[config.mk]
export PLATFORM = sky130hd
export DESIGN_NAME = alu_seq
export DESIGN_NICKNAME = d
export VERILOG_FILES = /design/src/rtl/alu_pkg.sv /design/src/rtl/alu_mul_iter.sv /design/src/rtl/alu_seq.sv
export SDC_FILE = /design/constraint.sdc
export NUM_CORES = 1
export LEC_CHECK = 0
export CAP_MARGIN = 30
export CORE_MARGIN = 3
export CORE_UTILIZATION = 59
export DETAILED_ROUTE_END_ITERATION = 10
export PLACE_DENSITY_LB_ADDON = 0.25
export RECOVER_POWER = 100
export SLEW_MARGIN = 20
export SYNTH_ARGS = -nofsm -noshare
export SYNTH_HDL_FRONTEND = slang
export SYNTH_HIERARCHICAL = 1
export SYNTH_SLANG_ARGS = --single-unit
[constraint.sdc]
create_clock -name clk -period 4.35 [get_ports clk]
set_clock_uncertainty 0.05 [all_clocks]
set_input_delay 0.6525 -clock clk [delete_from_list [all_inputs] [get_ports clk]]
set_output_delay 0.6525 -clock clk [all_outputs]
set_load 0.005 [all_outputs]
[src/rtl/alu_pkg.sv]
// alu_pkg: opcode map and FSM states shared by the sequential ALU
package alu_pkg;
  typedef enum logic [2:0] {
    OP_AND  = 3'b000,
    OP_OR   = 3'b001,
    OP_ADD  = 3'b010,
    OP_MUL  = 3'b011,
    OP_ANDN = 3'b100,
    OP_ORN  = 3'b101,
    OP_SUB  = 3'b110,
    OP_SLT  = 3'b111
  } alu_op_t;
  typedef enum logic {IDLE, BUSY} alu_state_t;
endpackage

[src/rtl/alu_mul_iter.sv]
// alu_mul_iter: one-bit-per-cycle shift-add unsigned multiplier
module alu_mul_iter #(
  parameter int WIDTH = 8
) (
  input  logic               clk,
  input  logic               reset,
  input  logic               start,
  input  logic               busy,
  input  logic [WIDTH-1:0]   a,
  input  logic [WIDTH-1:0]   b,
  output logic               done,
  output logic [2*WIDTH-1:0] product
);
  localparam int CW = $clog2(WIDTH + 1);
  logic [2*WIDTH-1:0] acc, mcand;
  logic [WIDTH-1:0]   mplier;
  logic [CW-1:0]      cnt;
  // product is the accumulator after the current step, so it is final when done is high
  assign product = acc + (mplier[0] ? mcand : '0);
  assign done    = busy && cnt == CW'(WIDTH - 1);
  always_ff @(posedge clk or posedge reset) begin
    if (reset) begin
      acc    <= '0;
      mcand  <= '0;
      mplier <= '0;
      cnt    <= '0;
    end else if (start) begin
      acc    <= '0;
      mcand  <= {{WIDTH{1'b0}}, a};
      mplier <= b;
      cnt    <= '0;
    end else if (busy) begin
      acc    <= product;
      mcand  <= mcand << 1;
      mplier <= mplier >> 1;
      cnt    <= cnt + 1'b1;
    end
  end
endmodule

[src/rtl/alu_seq.sv]
// alu_seq: registered ALU with valid/ready handshakes, NZCV flags and iterative multiply
module alu_seq
  import alu_pkg::*;
#(
  parameter int WIDTH = 8
) (
  input  logic             clk,
  input  logic             reset,
  input  logic             in_valid,
  output logic             in_ready,
  input  logic [WIDTH-1:0] a,
  input  logic [WIDTH-1:0] b,
  input  logic [2:0]       f,
  output logic             out_valid,
  input  logic             out_ready,
  output logic [WIDTH-1:0] y,
  output logic             zero,
  output logic             negative,
  output logic             carry,
  output logic             overflow
);
  alu_state_t state, state_d;
  alu_op_t op;
  logic accept, mul_start, mul_done, sub, ovf, rc, rv;
  logic [WIDTH-1:0] bb, s, r;
  logic [WIDTH:0] sum;
  logic [2*WIDTH-1:0] product;
  assign op        = alu_op_t'(f);
  assign in_ready  = !reset && state == IDLE && (!out_valid || out_ready);
  assign accept    = in_valid && in_ready;
  assign mul_start = accept && op == OP_MUL;
  assign sub       = op == OP_SUB || op == OP_SLT;
  assign bb        = sub ? ~b : b;
  assign sum       = {1'b0, a} + {1'b0, bb} + (WIDTH + 1)'(sub);
  assign s         = sum[WIDTH-1:0];
  assign ovf       = a[WIDTH-1] == bb[WIDTH-1] && s[WIDTH-1] != a[WIDTH-1];
  alu_mul_iter #(.WIDTH(WIDTH)) u_mul (
    .clk    (clk),
    .reset  (reset),
    .start  (mul_start),
    .busy   (state == BUSY),
    .a      (a),
    .b      (b),
    .done   (mul_done),
    .product(product)
  );
  always_comb begin
    r  = '0;
    rc = 1'b0;
    rv = 1'b0;
    case (op)
      OP_AND:         r = a & b;
      OP_OR:          r = a | b;
      OP_ANDN:        r = a & ~b;
      OP_ORN:         r = a | ~b;
      OP_ADD, OP_SUB: begin
        r  = s;
        rc = sum[WIDTH];
        rv = ovf;
      end
      OP_SLT:         r = WIDTH'(s[WIDTH-1] ^ ovf);
      default:        r = '0;
    endcase
  end
  always_comb state_d = state == IDLE ? (mul_start ? BUSY : IDLE) : (mul_done ? IDLE : BUSY);
  always_ff @(posedge clk or posedge reset) begin
    if (reset) state <= IDLE;
    else       state <= state_d;
  end
  // busy implies an empty output register, so a finishing multiply never collides with a held result
  always_ff @(posedge clk or posedge reset) begin
    if (reset) begin
      out_valid <= 1'b0;
      y         <= '0;
      zero      <= 1'b0;
      negative  <= 1'b0;
      carry     <= 1'b0;
      overflow  <= 1'b0;
    end else if (accept && op != OP_MUL) begin
      out_valid <= 1'b1;
      y         <= r;
      zero      <= r == '0;
      negative  <= r[WIDTH-1];
      carry     <= rc;
      overflow  <= rv;
    end else if (mul_done) begin
      out_valid <= 1'b1;
      y         <= product[WIDTH-1:0];
      zero      <= product[WIDTH-1:0] == '0;
      negative  <= product[WIDTH-1];
      carry     <= |product[2*WIDTH-1:WIDTH];
      overflow  <= 1'b0;
    end else if (out_valid && out_ready) begin
      out_valid <= 1'b0;
    end
  end
endmodule

==> metrics.yaml <==
rrSetupSlack_ps: 570
cp-startpoint: "u_mul/mplier[0]"
syn_area_per_cell_sq_um: 9.02
wl_per_cell_um: 16.6
ios: 37
slew_headroom_pct: -54.9
final_cell_mix: "56 x dfrtp_1, 45 x nand2_1, 40 x nor2_1"
synth.distinct_cells: 64
drc_errors: 0
dp_hpwl_um: 7510
dieWidth_um: 91.4
synth.top_cell.area_share_pct: 33.1
synth_seq_area_share_pct: 33.1
drtIter0Drc: 203
crit_chain: "and2_1 -> ha_1 -> fa_1 -> a21o_1 -> a221o_2 -> a41oi_1 -> nand2_1 -> xor2_1 -> or4_1 -> nor3_1 -> a31oi_1 -> a21oi_1 -> a21oi_1"
final_cells: 605
crit_type: "register to register"
crit_fanout: 17
portBuffers: 36
fin_util_pct: 69.9
postLayoutCellArea_sq_um: 4850
cp.required_ps: 4510
via_per_inst: 6.04
setup_ws_ps: 569
synthArstFlopShare_pct: 100
min_path_type: "register to register"
synth_cells: 477
antenna_left: 0
grtUsageTotal_pct: 24.6
clk_pin_slew_ps: 70
post-synth-top-area-cell: "dfrtp_1"
outcome: "finished with violations"
die_h_um: 91.4
finalCritPeriodShare_pct: 86.9
antenna_found_initial: 0
hold_buffers: 0
drt-total-wl_um: 10100
num-fill-cells: 563
dpl_cell_area_sq_um: 4720
initial_core_util_pct: 62.0
pwr_density_cell_nw_per_um2: 539
synth-seq-cells: 57
cts_resized: 0
synth_ff_type: "dfrtp_1"
worst_slew_pin_slew_ps: 2320
cp_slowest_cell: "dfrtp_1"
ff_latch_area_sq_um: 1430
syn_nets: 525
vdd_ir_drop_max_uv: 304
p_total_mw: 2.62
numCtsBuffers: 9
std_cell_rows: 30
grt_pass1_wl_um: 16500
path_common_cell: "a21oi_1"
dp_slack_ps: 681
clockRootBuffer: "clkbuf_8"
gp_congestion: 0.935
cts-htree-levels: 3
synth.area.top_cells: "dfrtp_1 33%, mux2i_1 8.1%, ha_1 6.7%"
multi_input_area_sq_um: 2690
netlist_area_sq_um: 4300
die_area_sq_um: 8360
vias: 3654
cts_tree: "done"
final_nets: 552
layout_commonest_cell: "dfrtp_1"
dp.cells: 589
grt_pass1_vias: 3341
grt_max_degree: 59
p_leak_nw: 2.17
cts_buffer_depth: 2
worst_hold_slack_ps: 456
end_kind: "register"
num_antenna_cells: 0
hold_viol_final: 0
cap_violations: 1
period_minus_slack_ps: 3780
drive_gt1_share_pct: 6.09
crit_path_max_incr_delay_ps: 520
cts_setup_buffers: 0
rsz0062_at_grt: "no"
synth-edff-count: 0
area_growth_pct: 12.8
cp.arrival_ps: 3940
r2r-start: "u_mul/mplier[0]"
fin_setup_tns_ps: 0
ys.warnings.count: 6
setup-violations-final: 0
cp-start-kind: "register"
clk_latency_ps: 350
drtPass1Iterations: 5
drv_slew: 45
fmax_ghz: 0.264
overflow: 0
coreArea_sq_um: 6940
violations: "max-capacitance violations, max-slew violations"
clock-sinks: 57
min_from: "u_mul/acc[8]"
[Yosys cell counts, types with 3 or more instances]
| master | instances |
|---|---|
| inv_1 | 12 |
| o21ai_1 | 6 |
| clkbuf_1 | 13 |
| a31oi_1 | 3 |
| maj3_1 | 6 |
| nor2_1 | 40 |
| o211ai_1 | 7 |
| buf_2 | 10 |
| dfrtp_1 | 57 |
| xor2_1 | 20 |
| nand4_1 | 6 |
| nand3_1 | 4 |
| o21ai_0 | 26 |
| xnor2_1 | 18 |
| mux2i_1 | 35 |
| a211oi_1 | 7 |
| a22oi_1 | 4 |
| nand2b_1 | 7 |
| nand3b_1 | 3 |
| and2_1 | 17 |
| nor3b_1 | 7 |
| ha_1 | 23 |
| nor2b_1 | 12 |
| a21oi_1 | 26 |
| nor3_1 | 8 |
| a21o_1 | 8 |
| and4b_1 | 3 |
| nand2_1 | 45 |
[final cells by class]
type,instances,area share (%)
clock inverters,6,0.902
flip-flops and latches,57,29.4
clock buffers,10,2.84
repair buffers,42,8.14
multi-input cells,382,55.3
well taps,96,2.47
inverters,12,0.928
[sequential cells by signal, indices dropped and copies added (netlist names)]
name and cells:
u_mul/cnt 4, carry 1, y 8, overflow 1, zero 1, state 1, u_mul/mcand 16, u_mul/acc 16
out_valid 1, u_mul/mplier 8
[worst max-delay path, delay by kind of cell (launching register included)]
kind,cells,cell delay [ps]
flops,1,520
fa+ha+maj,2,640
xor+xnor,1,150
simple gates,4,1000
compound gates,6,1310
[final timing paths]
check	to	depth (start not counted)
worst min-delay path	u_mul/acc[8]	1
worst max register to register	carry	13
worst max-delay path	carry	13
max in group asynchronous	u_mul/acc[3]	3
min in group asynchronous	out_valid	2
worst min register to register	u_mul/acc[8]	1
[where the power goes]
| part | internal, mW | switching [mW] | leakage (nW) |
|---|---|---|---|
| sequential | 0.753 | 0.162 | 0.730 |
| clock | 0.223 | 0.230 | 0.0922 |
| combinational | 0.580 | 0.669 | 1.35 |
[cell families (layout without fill, tap and decap cells)]
group | Yosys count | in the layout | share of synthesized area [%]
AOI/OAI and AO/OA | 113 | 113 | 18.2
xor gates and xnor gates | 38 | 38 | 7.73
adders and majority gates | 31 | 31 | 9.01
buffers and inverters | 38 | 70 | 3.87
DFF | 57 | 57 | 33.1
muxes | 35 | 35 | 8.14
and+or+nand+nor | 165 | 165 | 19.9
[routing by layer]
| metal | wire length [um] | vias up | GRT usage [%] |
|---|---|---|---|
| li1 | - | 1760 | - |
| met1 | 4790 | 1757 | 36.3 |
| met2 | 4530 | 119 | 36.2 |
| met3 | 552 | 18 | 4.81 |
| met4 | 172 | 0 | 7.29 |
| met5 | 0 | - | 0 |
Note: power is estimated with default switching activity, not from simulation.
